File: config.mk
export PLATFORM = sky130hd
export DESIGN_NAME = fwd_hazard_unit
export DESIGN_NICKNAME = d
export VERILOG_FILES = /design/src/rtl/fwd_hazard_unit.sv
export SDC_FILE = /design/constraint.sdc
export NUM_CORES = 1
export LEC_CHECK = 0
export ABC_CLOCK_PERIOD_IN_PS = 4290
export CELL_PAD_IN_SITES_DETAIL_PLACEMENT = 1
export CELL_PAD_IN_SITES_GLOBAL_PLACEMENT = 1
export CORE_MARGIN = 1
export CORE_UTILIZATION = 44
export CTS_CLUSTER_DIAMETER = 30
export DETAILED_ROUTE_END_ITERATION = 7
export PLACE_DENSITY = 0.94
export SLEW_MARGIN = 10
export SYNTH_ARGS = -nofsm -noshare
export SYNTH_HDL_FRONTEND = slang
export SYNTH_SLANG_ARGS = --single-unit
export TNS_END_PERCENT = 10
File: constraint.sdc
create_clock -name clk_i -period 4.29 [get_ports clk_i]
set_input_delay 0.858 -clock clk_i [delete_from_list [all_inputs] [get_ports clk_i]]
set_output_delay 0.858 -clock clk_i [all_outputs]
set_load 0.05 [all_outputs]
File: src/rtl/fwd_hazard_unit.sv
// Purpose : EX operand forwarding selects and load-use stall detection, using shadow EX/MEM/WB stages.
// Latency : fwd_a_o/fwd_b_o/stall_o are combinational; the shadow pipeline and stall_cnt_o update on clk_i.
// Backpres: stall_o holds ID (not consumed) and inserts an EX bubble; flush_i kills ID and EX and overrides stall.
//
// Ports:
//   clk_i, rst_i            clock (rising edge), asynchronous active-high reset
//   id_*_i                  decoded fields of the instruction currently in ID
//   flush_i                 taken branch: ID and EX instructions are discarded
//   fwd_a_o / fwd_b_o       EX operand mux selects: 2=EX/MEM, 1=MEM/WB, 0=register file
//   stall_o                 load-use hazard on the ID instruction
//   stall_cnt_o             saturating count of stalled cycles
module fwd_hazard_unit (
   input  logic        clk_i,
   input  logic        rst_i,
   input  logic        id_valid_i,
   input  logic [4:0]  id_rs_i,
   input  logic [4:0]  id_rt_i,
   input  logic [4:0]  id_rd_i,
   input  logic        id_regwrite_i,
   input  logic        id_memread_i,
   input  logic        id_uses_rt_i,
   input  logic        flush_i,
   output logic [1:0]  fwd_a_o,
   output logic [1:0]  fwd_b_o,
   output logic        stall_o,
   output logic [15:0] stall_cnt_o
);

   typedef struct packed {
      logic       valid;
      logic [4:0] rs;
      logic [4:0] rt;
      logic [4:0] rd;
      logic       regwrite;
      logic       memread;
   } ex_stage_t;

   typedef struct packed {
      logic       valid;
      logic [4:0] rd;
      logic       regwrite;
   } wr_stage_t;

   localparam logic [1:0]  SEL_RF  = 2'd0;
   localparam logic [1:0]  SEL_WB  = 2'd1;
   localparam logic [1:0]  SEL_MEM = 2'd2;
   localparam logic [15:0] CNT_MAX = 16'hFFFF;

   ex_stage_t   ex_q,  ex_d;
   wr_stage_t   mem_q, mem_d;
   wr_stage_t   wb_q,  wb_d;
   logic [15:0] stall_cnt_q, stall_cnt_d;
   logic        load_use;

   // A stage produces a value for src only if it really writes a non-zero register.
   function automatic logic produces(input wr_stage_t s, input logic [4:0] src);
      return s.valid && s.regwrite && (s.rd != 5'd0) && (s.rd == src);
   endfunction

   // MEM is checked first: it holds the younger producer of the two.
   function automatic logic [1:0] fwd_sel(input logic [4:0] src);
      logic [1:0] sel;
      sel = SEL_RF;
      if (ex_q.valid) begin
         if (produces(mem_q, src))
            sel = SEL_MEM;
         else if (produces(wb_q, src))
            sel = SEL_WB;
      end
      return sel;
   endfunction

   always_comb begin
      fwd_a_o = fwd_sel(ex_q.rs);
      fwd_b_o = fwd_sel(ex_q.rt);
   end

   // Only a load in EX can cause a stall; every other producer is covered by forwarding.
   // While rst_i is high the EX shadow is held cleared, so stall_o drops with reset.
   always_comb begin
      load_use = id_valid_i && ex_q.valid && ex_q.memread && ex_q.regwrite &&
                 (ex_q.rd != 5'd0) &&
                 ((ex_q.rd == id_rs_i) || (id_uses_rt_i && (ex_q.rd == id_rt_i)));
      stall_o  = load_use && !flush_i;
   end

   always_comb begin
      ex_d.valid    = id_valid_i;
      ex_d.rs       = id_rs_i;
      ex_d.rt       = id_rt_i;
      ex_d.rd       = id_rd_i;
      ex_d.regwrite = id_valid_i && id_regwrite_i;
      ex_d.memread  = id_valid_i && id_memread_i;
      mem_d.valid    = ex_q.valid;
      mem_d.rd       = ex_q.rd;
      mem_d.regwrite = ex_q.regwrite;
      wb_d           = mem_q;
      stall_cnt_d    = stall_cnt_q;

      if (flush_i) begin
         // The EX instruction is killed too, so it must not reach MEM.
         ex_d  = '0;
         mem_d = '0;
      end else if (stall_o) begin
         ex_d = '0;
      end

      if (stall_o && (stall_cnt_q != CNT_MAX))
         stall_cnt_d = stall_cnt_q + 16'd1;
   end

   always_ff @(posedge clk_i or posedge rst_i) begin
      if (rst_i) begin
         ex_q        <= '0;
         mem_q       <= '0;
         wb_q        <= '0;
         stall_cnt_q <= '0;
      end else begin
         ex_q        <= ex_d;
         mem_q       <= mem_d;
         wb_q        <= wb_d;
         stall_cnt_q <= stall_cnt_d;
      end
   end

   assign stall_cnt_o = stall_cnt_q;

endmodule

==> run summary <==
Total track usage = 23.41%
Max_cap viols = 0
Fill count = 538
Max-slew violations = 0
Met1 usage = 27.79%
Crit-path max cell delay = 850 ps
Clock sink count = 48
Vias = 1589
Hold_buf cts = 0
Met2 usage = 43.00%
Die Height = 73.35 µm
Netlist cell types = 31
Max Clock Skew = 9.335 ps
Skew-Pair Late Insertion Delay = 300 ps
Setup TNS = 0 ps
Cell Chain, Critical Path = or4_1, o211ai_1, nor4_1, nor4_1, clkdlybuf4s50_1
Crit path max-delay cell type = clkdlybuf4s50_1
Total Power = 0.8858 mW
Least-Margin Pin Slew = 994.7 ps
Final hold violations = 0
Cell taking the most area after synthesis = dfrtp_1
Startpoint types = register
Largest net degree at the start of global routing = 49
Critical Path Sink Type = primary output
Placed Area = 2728 µm²
Postcts setup bufs = 0
Critical Path Fanout Max = 4
Core Region = 4817 µm²
Initial Util = 46.49%
Most Crowded Layer GR = met2
Share of cells above drive strength 1 = 7.438%
Final core occ = 58.94%
Area growth syn-to-layout = 26.76%
Final setup violation count = 0
Initial DRC count = 74
Vias in the first global route = 1826
Clk slew on worst S/H paths = 90 ps
Syn nets = 217
Critical Path RT = 3430 ps
Final instance area = 2839 µm²
Setup Crit Path Kind = reg -> out
Peak supply drop = 209.4 µV
Min-delay worst type = reg -> reg
Global-route wire length before repair = 9.170 mm
DRC Markers = 0
CP arrival = 2790 ps
# IOs = 43
Power Dens Cells = 312.0 nW/µm²
Mean post-synth cell area = 11.54 µm²
CTS resizes = 0
Post-synth top area share = 53.63%
Std cell rows = 25
Die Width = 73.35 µm
Via density = 5.142
# nets final = 264
Initial antenna violation count = 0
RSZ-0062 raised after global routing = no
Yosys reg bits = 48
HPWL after detailed placement = 3.968 mm
Fmax = 274.0 MHz
CTS tree = yes
WL per Instance = 18.16 µm
Status = completed
CTS buffer count = 5
Routed Antenna Nets = 0
Total gr overflow = 0
Sequential area share after synthesis = 53.63%
RePlAce Congestion = 0.8072
Ant diodes = 0
Final period util = 85.08%
Worst-case headroom to the max-slew limit = 33.59%
H-Tree Depth = 2
Port bufs = 42
Most frequent CP cell = nor4_1
Syn Inst Count = 194
Leakage = 1.211 nW
CTS max path bufs = 2
Area contributors post-synth = dfrtp_1 (54%), xnor2_1 (12%), and2_1 (6.1%), xor2_1 (4.7%), nand3_1 (2.7%)
First-pass DRT Iterations = 3
GRT met3 Usage = 4.527%
Die area = 5379 µm²
Crit path time final = 3650 ps
Mapped cell area = 2240 µm²
CTS root buffer = clkbuf_8
Synth Warn # = 0
Total Routed Length = 5.612 mm
## synth_stat cells
cell type,n
and3_1,5
buf_2,2
nand2b_1,2
buf_6,1
nand2_1,9
nand3b_1,2
mux2_1,3
a21oi_1,2
nor3_1,3
inv_1,2
o211ai_1,1
xnor2_1,30
nor2b_1,7
o2111ai_1,1
xor2_1,12
nor2_1,4
nand4_1,7
o22ai_2,1
o211ai_4,1
nand3_1,12
ha_1,1
o21ai_0,1
or4_4,1
inv_4,1
a21oi_4,1
a21oi_2,2
and4_1,2
and2_1,22
dfrtp_1,48
or4_1,3
nor4_1,5
## layout by cell type, fill, tap and decap left out, types with 7 or more instances in the layout
cell             count
xnor2_1             30
dfrtp_1             48
nand3_1             12
nor2b_1              7
nand4_1              7
nand2_1              9
xor2_1              12
and2_1              22
clkdlybuf4s50_1     41
## power by group
group	switching (mW)	internal, mW
Sequential	0.0158	0.465
Combinational	0.0376	0.0425
Clock	0.152	0.173
## final cells by class
class / count / area [µm²] / share of cell area, %
sequential: 48 / 1201 / 42.31
clock inverter: 3 / 42.54 / 1.498
tap: 67 / 83.83 / 2.953
timing repair buffer: 43 / 425.4 / 14.98
inverter: 3 / 13.76 / 0.4848
clock buffer: 5 / 68.82 / 2.424
multi-input combinational: 140 / 1003 / 35.35
## flip-flops by register name (all words and copies together) (netlist names)
signal,flops
stall_cnt_o,16
ex_q,18
wb_q,7
mem_q,7
## worst max-delay path: cells and delay by family (launching register included)
kind / cells / cell delay (ps)
buf+inv: 1 / 850
compound gates: 1 / 230
simple gates: 3 / 960
flops: 1 / 450
## path summary, 6_finish.rpt
kind                       startpoint             end  slack, ps  cells after the start
setup / recovery             mem_q[3]      fwd_b_o[0]        640                      5
setup reg to reg              ex_q[5]  stall_cnt_o[1]       2200                      5
hold / removal               mem_q[6]         wb_q[6]        390                      0
min in group asynchronous       rst_i         wb_q[1]       1090                      2
hold reg to reg              mem_q[6]         wb_q[6]        390                      0
max in group asynchronous       rst_i        mem_q[4]       2560                      2
## layer usage
| metal | vias to the layer above | share of wire, % |
|---|---|---|
| met1 | 800 | 42 |
| met3 | 4 | 2.4 |
| met2 | 29 | 54 |
| met5 | - | 0 |
| met4 | 0 | 1.2 |
| li1 | 756 | - |
## logic make-up (layout without fill, tap and decap cells)
group	count (synthesis)	count (layout)	share of synthesized area, %
AO/OA/AOI/OAI	10	10	4.414
XOR/XNOR	42	42	16.42
adder cells (fa/ha/maj)	1	1	0.5586
buffers and inverters	6	54	1.565
flip-flops	48	48	53.63
multiplexers	3	3	1.508
AND/OR/NAND/NOR	84	84	21.90
## through the flow
stage                     worst slack (ps)  hold WS, ps  std cells
after global routing                 499.7        406.5        309
after floorplan                      676.4        353.9        194
after detailed placement             965.8        380.3        301
final                                640.0        394.6        309
after CTS                            620.7        401.3        309
after global placement                1020        363.8        301
No activity file was read; power rests on OpenSTA's default activity.
